## src/rtl/hdmi_cfg_sequencer.sv

```systemverilog
// HDMI transmitter power-up sequencer: walks a ROM of {device, register, data}
// byte triples and issues each as an I2C byte write, retrying NACKed writes.
//
// state      | meaning
// -----------+-------------------------------------------------------------
// IDLE       | waiting for start after reset
// FETCH_DEV  | reading device byte of current entry (END_MARKER ends table)
// FETCH_REG  | reading register byte of current entry
// FETCH_DATA | reading data byte of current entry
// ISSUE      | wr_req raised, waiting for the master to accept
// WAIT       | request accepted, waiting for wr_done / wr_nack
// GAP        | idle spacing after every write, then next entry/retry/exit
// DONE       | table completed (sticky until start)
// ERROR      | retries exhausted on entry_idx (sticky until start)
module hdmi_cfg_sequencer #(
    parameter int         NUM_ENTRIES = 25,
    parameter int         ROM_LATENCY = 2,
    parameter int         MAX_RETRY   = 3,
    parameter int         GAP_CYCLES  = 500,
    parameter logic [7:0] END_MARKER  = 8'hFF
) (
    input  logic       clk_ref,
    input  logic       reset,
    input  logic       start,
    output logic [7:0] rom_addr,
    input  logic [7:0] rom_q,
    output logic       wr_req,
    output logic [7:0] wr_dev,
    output logic [7:0] wr_reg,
    output logic [7:0] wr_data,
    input  logic       wr_ack,
    input  logic       wr_done,
    input  logic       wr_nack,
    output logic       busy,
    output logic       done,
    output logic       error,
    output logic [4:0] entry_idx
);

    localparam int LAT_W = (ROM_LATENCY > 0) ? $clog2(ROM_LATENCY + 1) : 1;
    localparam int GAP_W = (GAP_CYCLES > 0) ? $clog2(GAP_CYCLES + 1) : 1;
    localparam int RTY_W = $clog2(MAX_RETRY + 2);

    typedef enum logic [3:0] {
        S_IDLE, S_FETCH_DEV, S_FETCH_REG, S_FETCH_DATA,
        S_ISSUE, S_WAIT, S_GAP, S_DONE, S_ERROR
    } state_t;

    state_t            state_q;
    logic [7:0]        rom_addr_q, base_q, base_d;
    logic [7:0]        wr_dev_q, wr_reg_q, wr_data_q;
    logic              wr_req_q, busy_q, done_q, error_q, nack_q;
    logic [4:0]        entry_idx_q;
    logic [LAT_W-1:0]  lat_q;
    logic [GAP_W-1:0]  gap_q;
    logic [RTY_W-1:0]  retry_q, retry_d;

    // Next entry base (stride 3 by addition) and retry count after a completion.
    always_comb begin
        base_d  = base_q + 8'd3;
        retry_d = wr_nack ? retry_q + RTY_W'(1) : '0;
    end

    // Sequencer FSM with all outputs registered.
    always_ff @(posedge clk_ref or posedge reset) begin
        if (reset) begin
            state_q     <= S_IDLE;
            rom_addr_q  <= '0;
            base_q      <= '0;
            wr_dev_q    <= '0;
            wr_reg_q    <= '0;
            wr_data_q   <= '0;
            wr_req_q    <= 1'b0;
            busy_q      <= 1'b0;
            done_q      <= 1'b0;
            error_q     <= 1'b0;
            nack_q      <= 1'b0;
            entry_idx_q <= '0;
            lat_q       <= '0;
            gap_q       <= '0;
            retry_q     <= '0;
        end else begin
            case (state_q)
                S_IDLE, S_DONE, S_ERROR: begin
                    if (start) begin
                        state_q     <= S_FETCH_DEV;
                        rom_addr_q  <= '0;
                        base_q      <= '0;
                        entry_idx_q <= '0;
                        retry_q     <= '0;
                        lat_q       <= '0;
                        busy_q      <= 1'b1;
                        done_q      <= 1'b0;
                        error_q     <= 1'b0;
                    end
                end
                S_FETCH_DEV: begin
                    if (lat_q == LAT_W'(ROM_LATENCY)) begin
                        wr_dev_q <= rom_q;
                        if (rom_q == END_MARKER) begin
                            state_q <= S_DONE;
                            done_q  <= 1'b1;
                            busy_q  <= 1'b0;
                        end else begin
                            state_q    <= S_FETCH_REG;
                            rom_addr_q <= base_q + 8'd1;
                            lat_q      <= '0;
                        end
                    end else begin
                        lat_q <= lat_q + LAT_W'(1);
                    end
                end
                S_FETCH_REG: begin
                    if (lat_q == LAT_W'(ROM_LATENCY)) begin
                        wr_reg_q   <= rom_q;
                        state_q    <= S_FETCH_DATA;
                        rom_addr_q <= base_q + 8'd2;
                        lat_q      <= '0;
                    end else begin
                        lat_q <= lat_q + LAT_W'(1);
                    end
                end
                S_FETCH_DATA: begin
                    if (lat_q == LAT_W'(ROM_LATENCY)) begin
                        wr_data_q <= rom_q;
                        state_q   <= S_ISSUE;
                    end else begin
                        lat_q <= lat_q + LAT_W'(1);
                    end
                end
                S_ISSUE: begin
                    // First ISSUE cycle raises wr_req; ack only counts while it is high.
                    if (!wr_req_q) begin
                        wr_req_q <= 1'b1;
                    end else if (wr_ack) begin
                        wr_req_q <= 1'b0;
                        if (wr_done) begin
                            // Combined ack+done master: skip WAIT entirely.
                            state_q <= S_GAP;
                            gap_q   <= GAP_W'(GAP_CYCLES);
                            retry_q <= retry_d;
                            nack_q  <= wr_nack;
                        end else begin
                            state_q <= S_WAIT;
                        end
                    end
                end
                S_WAIT: begin
                    if (wr_done) begin
                        state_q <= S_GAP;
                        gap_q   <= GAP_W'(GAP_CYCLES);
                        retry_q <= retry_d;
                        nack_q  <= wr_nack;
                    end
                end
                S_GAP: begin
                    if (gap_q != '0) begin
                        gap_q <= gap_q - GAP_W'(1);
                    end else if (!nack_q) begin
                        if (entry_idx_q == 5'(NUM_ENTRIES - 1)) begin
                            state_q <= S_DONE;
                            done_q  <= 1'b1;
                            busy_q  <= 1'b0;
                        end else begin
                            state_q     <= S_FETCH_DEV;
                            entry_idx_q <= entry_idx_q + 5'd1;
                            base_q      <= base_d;
                            rom_addr_q  <= base_d;
                            lat_q       <= '0;
                        end
                    end else if (retry_q <= RTY_W'(MAX_RETRY)) begin
                        state_q <= S_ISSUE;
                    end else begin
                        state_q <= S_ERROR;
                        error_q <= 1'b1;
                        busy_q  <= 1'b0;
                    end
                end
                default: state_q <= S_IDLE;
            endcase
        end
    end

    assign rom_addr  = rom_addr_q;
    assign wr_req    = wr_req_q;
    assign wr_dev    = wr_dev_q;
    assign wr_reg    = wr_reg_q;
    assign wr_data   = wr_data_q;
    assign busy      = busy_q;
    assign done      = done_q;
    assign error     = error_q;
    assign entry_idx = entry_idx_q;

endmodule

```

## config.mk

```make
export PLATFORM = sky130hd
export DESIGN_NAME = hdmi_cfg_sequencer
export DESIGN_NICKNAME = d
export VERILOG_FILES = /design/src/rtl/hdmi_cfg_sequencer.sv
export SDC_FILE = /design/constraint.sdc
export NUM_CORES = 1
export LEC_CHECK = 0
export CORE_MARGIN = 2
export CORE_UTILIZATION = 30
export DETAILED_ROUTE_END_ITERATION = 7
export GPL_ROUTABILITY_DRIVEN = 0
export PLACE_DENSITY_LB_ADDON = 0.15
export SLEW_MARGIN = 20
export SYNTH_ARGS = -nofsm -noshare
export SYNTH_HDL_FRONTEND = slang
export SYNTH_SLANG_ARGS = --single-unit
export TNS_END_PERCENT = 100
```

## constraint.sdc

```tcl
create_clock -name clk_ref -period 3.44 [get_ports clk_ref]
set_input_delay 1.032 -clock clk_ref [delete_from_list [all_inputs] [get_ports clk_ref]]
set_output_delay 1.032 -clock clk_ref [all_outputs]
set_load 0.05 [all_outputs]
```

==> results.sh, run 1 <==
export IMPL_ctsLongestPathBuffers=2
export IMPL_die_y_um=117
export IMPL_cts_tree="yes"
export IMPL_worst_path_buf_inv=1
export IMPL_finalSetupViolCount=0
export IMPL_yosysTopAreaCellShare=0.440
export IMPL_n_fill_cell=1287
export IMPL_cts_buffers=9
export IMPL_rr_worst_depth=5
export IMPL_drc=0
export IMPL_synthesis_area_um2=3860
export IMPL_antenna_found_initial=0
export IMPL_grt_max_degree=33
export IMPL_syn_inst=377
export IMPL_wl_per_cell_um=15.1
export IMPL_rr_endpoint="gap_q[5]$_DFFE_PP0P_"
export IMPL_vias=3065
export IMPL_port_buffers=54
export IMPL_drt_total_wl_um=9200
export IMPL_synth_avg_cell_area_um2=10.2
export IMPL_grt_usage=0.141
export IMPL_use_met1=0.195
export IMPL_ys_flop_type="dfrtp_1"
export IMPL_hold_path_depth=1
export IMPL_drt_iter0_markers=186
export IMPL_placeableCoreArea_um2=12600
export IMPL_relSlewSlack=0.483
export IMPL_hpwl_um=6700
export IMPL_ys_warn_count=0
export IMPL_postCtsSetupBuffers=0
export IMPL_synthTopCellsByArea="dfrtp_1, mux2_2, ha_1, o21ai_0, nand2_1"
export IMPL_path_cells="clkdlybuf4s50_1, nand4_1, or4_1, nand4_4, mux2_4"
export IMPL_cpMaxStageDelayCell="or4_1"
export IMPL_slowest_delay_ns=0.65
export IMPL_cp_data_arrival_time_ns=2.92
export IMPL_yosysSeqAreaShare=0.440
export IMPL_via_per_inst=5.04
export IMPL_rrSetupSlack_ns=0.99
export IMPL_cts_hold_buf=0
export IMPL_ctsHtreeMaxLevel=3
export IMPL_synth_edff_count=0
export IMPL_dp_cells=592
export IMPL_p_leak_nw=2.01
export IMPL_outcome="finished, final reports clean"
export IMPL_start_util=0.306
export IMPL_yosys_area_top_type="dfrtp_1"
export IMPL_ant_nets=0
export IMPL_hold_path_startpoint="wr_data[6]$_DFFE_PP0P_"
export IMPL_first_global_vias=3053
export IMPL_gr_total_overflow=0
export IMPL_slew_violations=0
export IMPL_yosysUniqueCellTypes=62
export IMPL_crit_type="input pin to flop"
export IMPL_regMostFlops="gap_q"
export IMPL_fin_worst_skew_ns=0.00489
export IMPL_largest_reg_flops=9
export IMPL_fin_nets=457
export IMPL_fmax_mhz=371
export IMPL_clk_pin_slew_ns=0.06
export IMPL_holdPathEnd="wr_data[6]$_DFFE_PP0P_"
export IMPL_critPathMaxFanout=8
export IMPL_drv_cap=0
export IMPL_grt_pass1_wl_um=15600
export IMPL_p_per_area_nw_per_um2=936
export IMPL_cts_sinks=68
export IMPL_clkLatencyLatePin_ns=0.34
export IMPL_start_kind="input pin"
export IMPL_critPathRequiredTime_ns=3.67
export IMPL_grt_busiest_layer="met2"
export IMPL_peakVddDrop_v=0.000391
export IMPL_rsz0062_at_grt="no"
export IMPL_syn_to_final_growth_pct=27.6
export IMPL_endpoint_kind="flop"
export IMPL_tightest_slew_ns=0.772
export IMPL_fin_setup_tns_ns=0
export IMPL_die_area_um2=13800
export IMPL_instances_no_fill=608
export IMPL_async_flop_share=1.00
export IMPL_grt_util_met2=0.208
export IMPL_die_w_um=117
export IMPL_synthTopCellsByCount="dfrtp_1, nand2_1, mux2_2, o21ai_0, nor2_1"
export IMPL_core_rowCount=41
export IMPL_syn_num_nets=403
export IMPL_hold_path_class="flop to flop"
export IMPL_synth_most_common_cell="dfrtp_1"
export IMPL_cts_resized=0
export IMPL_use_met3=0.0465
export IMPL_hold_violations=0
export IMPL_final_layout_size_suffix_gt1_frac=0.174
export IMPL_clock_root_buffer="clkbuf_16"
export IMPL_p_total_mw=4.61
export IMPL_ys_seq_elements=68
export IMPL_antenna_cells=0
export IMPL_period_share=0.784
export IMPL_rr_startpoint="state_q[0]$_DFFE_PP0P_"
export IMPL_drt_pre_antenna_iters=4
export IMPL_fin_crit_ns=2.70
export IMPL_ioPinCount=55
export IMPL_cpLargestDelayFamily="simple AND/OR/NAND/NOR gates"
-- metal layers --
layer | vias to the layer above | wire, µm
met5 | - | 0
met4 | 0 | 122
met3 | 9 | 451
met2 | 71 | 4050
met1 | 1479 | 4580
li1 | 1506 | -
-- report_power, final --
group          leakage, nW  switching, mW  internal (mW)
logic                 1.01           1.48          0.924
clock network        0.153          0.360          0.586
registers            0.843          0.203           1.06
total                 2.01           2.05           2.57
-- layout by cell type, fill, tap and decap left out, types with 3 or more instances in the layout --
| master | synthesis | final |
|---|---|---|
| a21o_1 | 4 | 4 |
| a21oi_1 | 18 | 18 |
| a22oi_1 | 5 | 5 |
| a31oi_1 | 5 | 5 |
| and2_1 | 3 | 3 |
| buf_4 | 3 | 7 |
| clkbuf_16 | 0 | 9 |
| clkdlybuf4s50_1 | 0 | 54 |
| clkinv_4 | 0 | 5 |
| dfrtp_1 | 68 | 68 |
| ha_1 | 12 | 12 |
| inv_1 | 16 | 15 |
| mux2_2 | 28 | 28 |
| mux2_4 | 6 | 6 |
| nand2_1 | 31 | 31 |
| nand2b_1 | 6 | 6 |
| nand3_1 | 10 | 10 |
| nand4_1 | 7 | 7 |
| nor2_1 | 20 | 20 |
| nor3_1 | 3 | 3 |
| nor4_1 | 3 | 3 |
| o211ai_1 | 5 | 5 |
| o21ai_0 | 28 | 28 |
| o21ai_1 | 7 | 7 |
| o31ai_1 | 13 | 13 |
| or3_1 | 5 | 5 |
| or4_1 | 3 | 3 |
| xnor2_1 | 4 | 4 |
-- stage by stage --
step / hold slack, ns / instance area (µm²) / worst slack [ns] / util
2_1_floorplan: 0.464 / 3860 / 0.696 / -
3_3_place_gp: 0.485 / 4610 / 0.400 / 0.365
3_5_place_dp: 0.496 / 4620 / 0.388 / 0.366
4_1_cts: 0.510 / 4930 / 0.748 / 0.391
5_1_grt: 0.525 / 4930 / 0.667 / 0.391
6_report: 0.506 / 4930 / 0.742 / 0.391
-- layout make-up --
| type | instances | area [µm²] | share of cell area |
|---|---|---|---|
| clock buffers | 10 | 239 | 0.0485 |
| clock inverters | 6 | 73.8 | 0.0150 |
| repair buffers | 63 | 624 | 0.127 |
| inverters | 16 | 60.1 | 0.0122 |
| multi-input cells | 273 | 2020 | 0.409 |
| well taps | 172 | 215 | 0.0436 |
| flip-flops and latches | 68 | 1700 | 0.345 |
-- worst max-delay path by stage --
stage / start / to / slack (ns) / cells past startpoint
CTS: rom_q[3] / rom_addr[2]$_DFFE_PP0P_ / 0.75 / 5
floorplan: reset / base_q[0]$_DFFE_PP0P_ / 0.70 / 1
detailed placement: rom_q[3] / rom_addr[2]$_DFFE_PP0P_ / 0.39 / 5
global route: rom_q[1] / rom_addr[0]$_DFFE_PP0P_ / 0.67 / 5
finish: rom_q[3] / rom_addr[2]$_DFFE_PP0P_ / 0.74 / 5
global placement: rom_q[1] / rom_addr[7]$_DFFE_PP0P_ / 0.40 / 5
-- cell families after synthesis --
| group | after synthesis | synth area share |
|---|---|---|
| compound gates | 104 | 0.178 |
| mux | 36 | 0.111 |
| xor+xnor | 6 | 0.0136 |
| simple gates | 115 | 0.179 |
| flops | 68 | 0.440 |
| buf+inv | 36 | 0.0392 |
| fa+ha+maj | 12 | 0.0389 |
(Power assumes the default switching activity.)
==> run 2: changes to the inputs <==
==> constraint.sdc (replaced) <==
create_clock -name clk_ref -period 2.6 [get_ports clk_ref]
set_input_delay 0.78 -clock clk_ref [delete_from_list [all_inputs] [get_ports clk_ref]]
set_output_delay 0.78 -clock clk_ref [all_outputs]
set_load 0.05 [all_outputs]
==> results.sh, run 2 (synthesis results as in run 1) <==
export IMPL_outcome="finished, final reports clean"
export IMPL_antenna_cells=0
export IMPL_die_w_um=117
export IMPL_clk_pin_slew_ns=0.05
export IMPL_final_util=0.403
export IMPL_cts_tree="yes"
export IMPL_postLayoutSetupSlackWorst_ns=0.219
export IMPL_fin_area_um2=5080
export IMPL_ant_nets=0
export IMPL_first_global_vias=3118
export IMPL_via_per_inst=4.95
export IMPL_p_leak_nw=2.11
export IMPL_setup_worst_path_start="entry_idx[0]$_DFFE_PP0P_"
export IMPL_rsz0062_at_grt="no"
export IMPL_p_total_mw=6.25
export IMPL_wl_met1_um=4830
export IMPL_wl_per_cell_um=15.1
export IMPL_die_area_um2=13800
export IMPL_fin_nets=479
export IMPL_grt_pass1_wl_um=16200
export IMPL_cp_data_arrival_time_ns=1.60
export IMPL_syn_to_final_growth_pct=31.5
export IMPL_slowest_delay_ns=0.83
export IMPL_fin_worst_skew_ns=0.00465
export IMPL_cts_hold_buf=0
export IMPL_cts_buffers=9
export IMPL_finalSetupViolCount=0
export IMPL_start_util=0.306
export IMPL_fmax_mhz=420
export IMPL_clock_root_buffer="clkbuf_16"
export IMPL_ctsLongestPathBuffers=2
export IMPL_seqPwrFrac=0.273
export IMPL_fin_setup_tns_ns=0
export IMPL_rr_worst_depth=6
export IMPL_dpl_cell_area_um2=4780
export IMPL_clkLatencyLatePin_ns=0.34
export IMPL_ioPinCount=55
export IMPL_wl_met2_um=4120
export IMPL_drc=0
export IMPL_tightest_slew_ns=0.589
export IMPL_cpLargestDelayFamily="buffers and inverters"
export IMPL_final_common_cell="dfrtp_1"
export IMPL_cp_endpoint="entry_idx[0]"
export IMPL_postCtsSetupBuffers=0
export IMPL_rr_startpoint="state_q[3]$_DFFE_PP0P_"
export IMPL_start_kind="flop"
export IMPL_grt_max_degree=69
export IMPL_gr_total_overflow=0
export IMPL_drt_total_wl_um=9540
export IMPL_hpwl_um=6850
export IMPL_power_share_clock=0.199
export IMPL_drt_pre_antenna_iters=4
export IMPL_slew_violations=0
export IMPL_place_ws_ns=-0.118
export IMPL_port_buffers=54
export IMPL_path_cells="clkdlybuf4s50_1"
export IMPL_cpMaxStageDelayCell="clkdlybuf4s50_1"
export IMPL_core_rowCount=41
export IMPL_largest_reg_flops=9
export IMPL_endpoint_kind="output port"
export IMPL_critPathMaxFanout=6
export IMPL_final_layout_size_suffix_gt1_frac=0.214
export IMPL_period_share=0.916
export IMPL_final_cell_mix="dfrtp_1, clkdlybuf4s50_1, nand2_1, buf_4"
export IMPL_placeableCoreArea_um2=12600
export IMPL_grt_usage=0.146
export IMPL_switching_share=0.437
export IMPL_rrSetupSlack_ns=0.30
export IMPL_ctsHtreeMaxLevel=3
export IMPL_path_depth=1
export IMPL_drv_cap=0
export IMPL_worst_path_buf_inv=1
export IMPL_combPwrFrac=0.528
export IMPL_hold_path_class="flop to flop"
export IMPL_routed_top_layer="met4"
export IMPL_regMostFlops="gap_q"
export IMPL_peakVddDrop_v=0.000453
export IMPL_p_per_area_nw_per_um2=1230
export IMPL_die_y_um=117
export IMPL_drt_iter0_markers=149
export IMPL_hold_violations=0
export IMPL_rr_endpoint="rom_addr[3]$_DFFE_PP0P_"
export IMPL_fin_crit_ns=2.38
export IMPL_crit_type="flop to output port"
export IMPL_power_switching_mw=2.73
export IMPL_critPathRequiredTime_ns=1.82
export IMPL_p_int_mw=3.51
export IMPL_vias=3116
export IMPL_cts_resized=0
export IMPL_dr_wl_met3_um=409
export IMPL_relSlewSlack=0.606
export IMPL_antenna_found_initial=0
export IMPL_cts_sinks=68
[run 2: cell types whose count changed in the layout (fill, tap and decap cells not counted), sizes merged]
cell	previous run	this run
buf	9	31
clkbuf	10	11
clkinv	5	4
[run 2: how the worst min path moves through the flow]
stage / slack, ns / endpoint / depth (start not counted) / startpoint
floorplan: 0.46 / gap_q[1]$_DFFE_PP0P_ / 2 / gap_q[1]$_DFFE_PP0P_
global placement: 0.48 / gap_q[1]$_DFFE_PP0P_ / 2 / gap_q[1]$_DFFE_PP0P_
detailed placement: 0.49 / wr_data[1]$_DFFE_PP0P_ / 1 / wr_data[1]$_DFFE_PP0P_
CTS: 0.50 / wr_data[1]$_DFFE_PP0P_ / 1 / wr_data[1]$_DFFE_PP0P_
global route: 0.52 / wr_reg[1]$_DFFE_PP0P_ / 1 / wr_reg[1]$_DFFE_PP0P_
finish: 0.50 / wr_data[1]$_DFFE_PP0P_ / 1 / wr_data[1]$_DFFE_PP0P_
[run 2: power groups by stage]
stage | clock network (mW) | registers [mW] | logic, mW
2_1_floorplan | 0 | 2.43 | 1.53
3_3_place_gp | 0 | 1.70 | 3.30
3_5_place_dp | 0 | 1.72 | 3.32
4_1_cts | 1.28 | 1.71 | 3.33
5_1_grt | 1.33 | 1.75 | 3.57
6_report | 1.25 | 1.70 | 3.30
[run 2: through the flow]
| stage | std cells | hold WS (ns) |
|---|---|---|
| after detailed placement | 614 | 0.492 |
| after global routing | 630 | 0.520 |
| after CTS | 630 | 0.504 |
| after floorplan | 377 | 0.464 |
| final | 630 | 0.501 |
| after global placement | 614 | 0.480 |
[run 2: routing by layer]
layer,GRT usage,vias up
li1,-,1544
met5,0,-
met3,0.0329,12
met4,0.0708,0
met2,0.211,61
met1,0.207,1499
[run 2: cell type report]
type / count / area [µm²]
fillers: 1244 / 7540
well taps: 172 / 215
repair buffers: 85 / 786
clock inverters: 5 / 50.0
multi-input cells: 273 / 2020
inverters: 16 / 60.1
clock buffers: 11 / 253
flip-flops and latches: 68 / 1700
==> run 3: changes to the inputs <==
--- a/config.mk
+++ b/config.mk
@@ -5,7 +5,7 @@
 export SDC_FILE = /design/constraint.sdc
 export NUM_CORES = 1
 export LEC_CHECK = 0
-export CORE_MARGIN = 2
+export CORE_MARGIN = 4
 export CORE_UTILIZATION = 30
 export DETAILED_ROUTE_END_ITERATION = 7
 export GPL_ROUTABILITY_DRIVEN = 0
==> constraint.sdc (replaced) <==
create_clock -name clk_ref -period 2.65 [get_ports clk_ref]
set_input_delay 0.795 -clock clk_ref [delete_from_list [all_inputs] [get_ports clk_ref]]
set_output_delay 0.795 -clock clk_ref [all_outputs]
set_load 0.05 [all_outputs]
==> results.sh, run 3 (synthesis results as in run 1) <==
export IMPL_hpwl_um=6990
export IMPL_drc=0
export IMPL_drt_pre_antenna_iters=4
export IMPL_postLayoutSetupSlackWorst_ns=0.260
export IMPL_slew_violations=0
export IMPL_port_buffers=54
export IMPL_final_cell_mix="dfrtp_1, clkdlybuf4s50_1, nand2_1"
export IMPL_peakVddDrop_v=0.000460
export IMPL_clkLatencyLatePin_ns=0.33
export IMPL_fin_worst_skew_ns=0.0110
export IMPL_ctsHtreeMaxLevel=3
export IMPL_grt_usage=0.137
export IMPL_die_area_um2=14800
export IMPL_via_per_inst=5.02
export IMPL_seqPwrFrac=0.261
export IMPL_antenna_cells=0
export IMPL_tightest_slew_ns=0.527
export IMPL_period_share=0.902
export IMPL_finalSetupViolCount=0
export IMPL_power_share_clock=0.217
export IMPL_fin_nets=478
export IMPL_cpLargestDelayFamily="buffers and inverters"
export IMPL_clk_pin_slew_ns=0.05
export IMPL_worst_path_buf_inv=1
export IMPL_fin_crit_ns=2.39
export IMPL_crit_type="flop to output port"
export IMPL_final_layout_size_suffix_gt1_frac=0.208
export IMPL_path_cells="clkdlybuf4s50_1"
export IMPL_core_rowCount=41
export IMPL_cpMaxStageDelayCell="clkdlybuf4s50_1"
export IMPL_critPathMaxFanout=6
export IMPL_grt_max_degree=35
export IMPL_ioPinCount=55
export IMPL_power_switching_mw=2.66
export IMPL_combPwrFrac=0.522
export IMPL_ctsLongestPathBuffers=2
export IMPL_p_per_area_nw_per_um2=1220
export IMPL_postCtsSetupBuffers=0
export IMPL_clock_root_buffer="clkbuf_16"
export IMPL_vias=3160
export IMPL_instances_no_fill=629
export IMPL_cts_sinks=68
export IMPL_wl_per_cell_um=15.2
export IMPL_regMostFlops="gap_q"
export IMPL_drt_total_wl_um=9560
export IMPL_dp_cells=613
export IMPL_cts_hold_buf=0
export IMPL_p_leak_nw=2.12
export IMPL_p_int_mw=3.59
export IMPL_syn_to_final_growth_pct=32.4
export IMPL_final_common_cell="dfrtp_1"
export IMPL_outcome="finished, final reports clean"
export IMPL_gr_total_overflow=0
export IMPL_drt_iter0_markers=157
export IMPL_hold_violations=0
export IMPL_setup_worst_path_start="entry_idx[0]$_DFFE_PP0P_"
export IMPL_start_kind="flop"
export IMPL_hold_path_class="flop to flop"
export IMPL_cts_tree="yes"
export IMPL_cts_resized=0
export IMPL_hold_path_startpoint="wr_reg[6]$_DFFE_PP0P_"
export IMPL_place_ws_ns=-0.0957
export IMPL_grt_pass1_wl_um=16100
export IMPL_cp_data_arrival_time_ns=1.59
export IMPL_critPathRequiredTime_ns=1.86
export IMPL_die_y_um=121
export IMPL_fmax_mhz=418
export IMPL_endpoint_kind="output port"
export IMPL_slowest_delay_ns=0.83
export IMPL_holdWs_ns=0.501
export IMPL_drv_cap=0
export IMPL_antenna_found_initial=0
export IMPL_p_total_mw=6.25
export IMPL_start_util=0.306
export IMPL_largest_reg_flops=9
export IMPL_switching_share=0.426
export IMPL_first_global_vias=3120
export IMPL_relSlewSlack=0.648
export IMPL_placeableCoreArea_um2=12600
export IMPL_cts_buffers=9
export IMPL_rsz0062_at_grt="no"
export IMPL_die_w_um=121
export IMPL_n_fill_cell=1254
export IMPL_ant_nets=0
export IMPL_rr_startpoint="state_q[3]$_DFFE_PP0P_"
run 3: metrics by stage:
step,TNS (ns),cell area (µm²),utilization
2_1_floorplan,0,3860,-
3_3_place_gp,-0.736,4780,0.379
3_5_place_dp,-0.685,4780,0.379
4_1_cts,0,5120,0.406
5_1_grt,0,5120,0.406
6_report,0,5120,0.406
run 3: final timing paths:
kind / to / slack (ns) / cells past startpoint
worst max-delay path: entry_idx[0] / 0.26 / 1
worst min-delay path: wr_reg[6]$_DFFE_PP0P_ / 0.50 / 1
worst max register to register: gap_q[3]$_DFFE_PP0P_ / 0.29 / 6
worst min register to register: wr_reg[6]$_DFFE_PP0P_ / 0.50 / 1
max in group asynchronous: entry_idx[2]$_DFFE_PP0P_ / 1.60 / 3
min in group asynchronous: wr_dev[0]$_DFFE_PP0P_ / 0.66 / 2
run 3: power by group through the flow:
stage,Combinational [mW],Clock [mW],Sequential (mW)
after floorplan,1.50,0,2.38
after global placement,3.26,0,1.65
after detailed placement,3.28,0,1.65
after CTS,3.29,1.39,1.64
after global routing,3.51,1.44,1.69
final,3.27,1.35,1.63
run 3: final cells by class:
cell class	instances	area [µm²]	share of cell area
multi-input cells	273	2020	0.394
flip-flops and latches	68	1700	0.333
repair buffers	84	791	0.155
clock buffers	11	233	0.0455
well taps	172	215	0.0421
clock inverters	5	100	0.0196
inverters	16	60.1	0.0117
run 3: metal layers:
layer | routed length, µm | global-route usage
met1 | 4860 | 0.191
met2 | 4190 | 0.208
met3 | 392 | 0.0322
met4 | 116 | 0.0476
met5 | 0 | 0
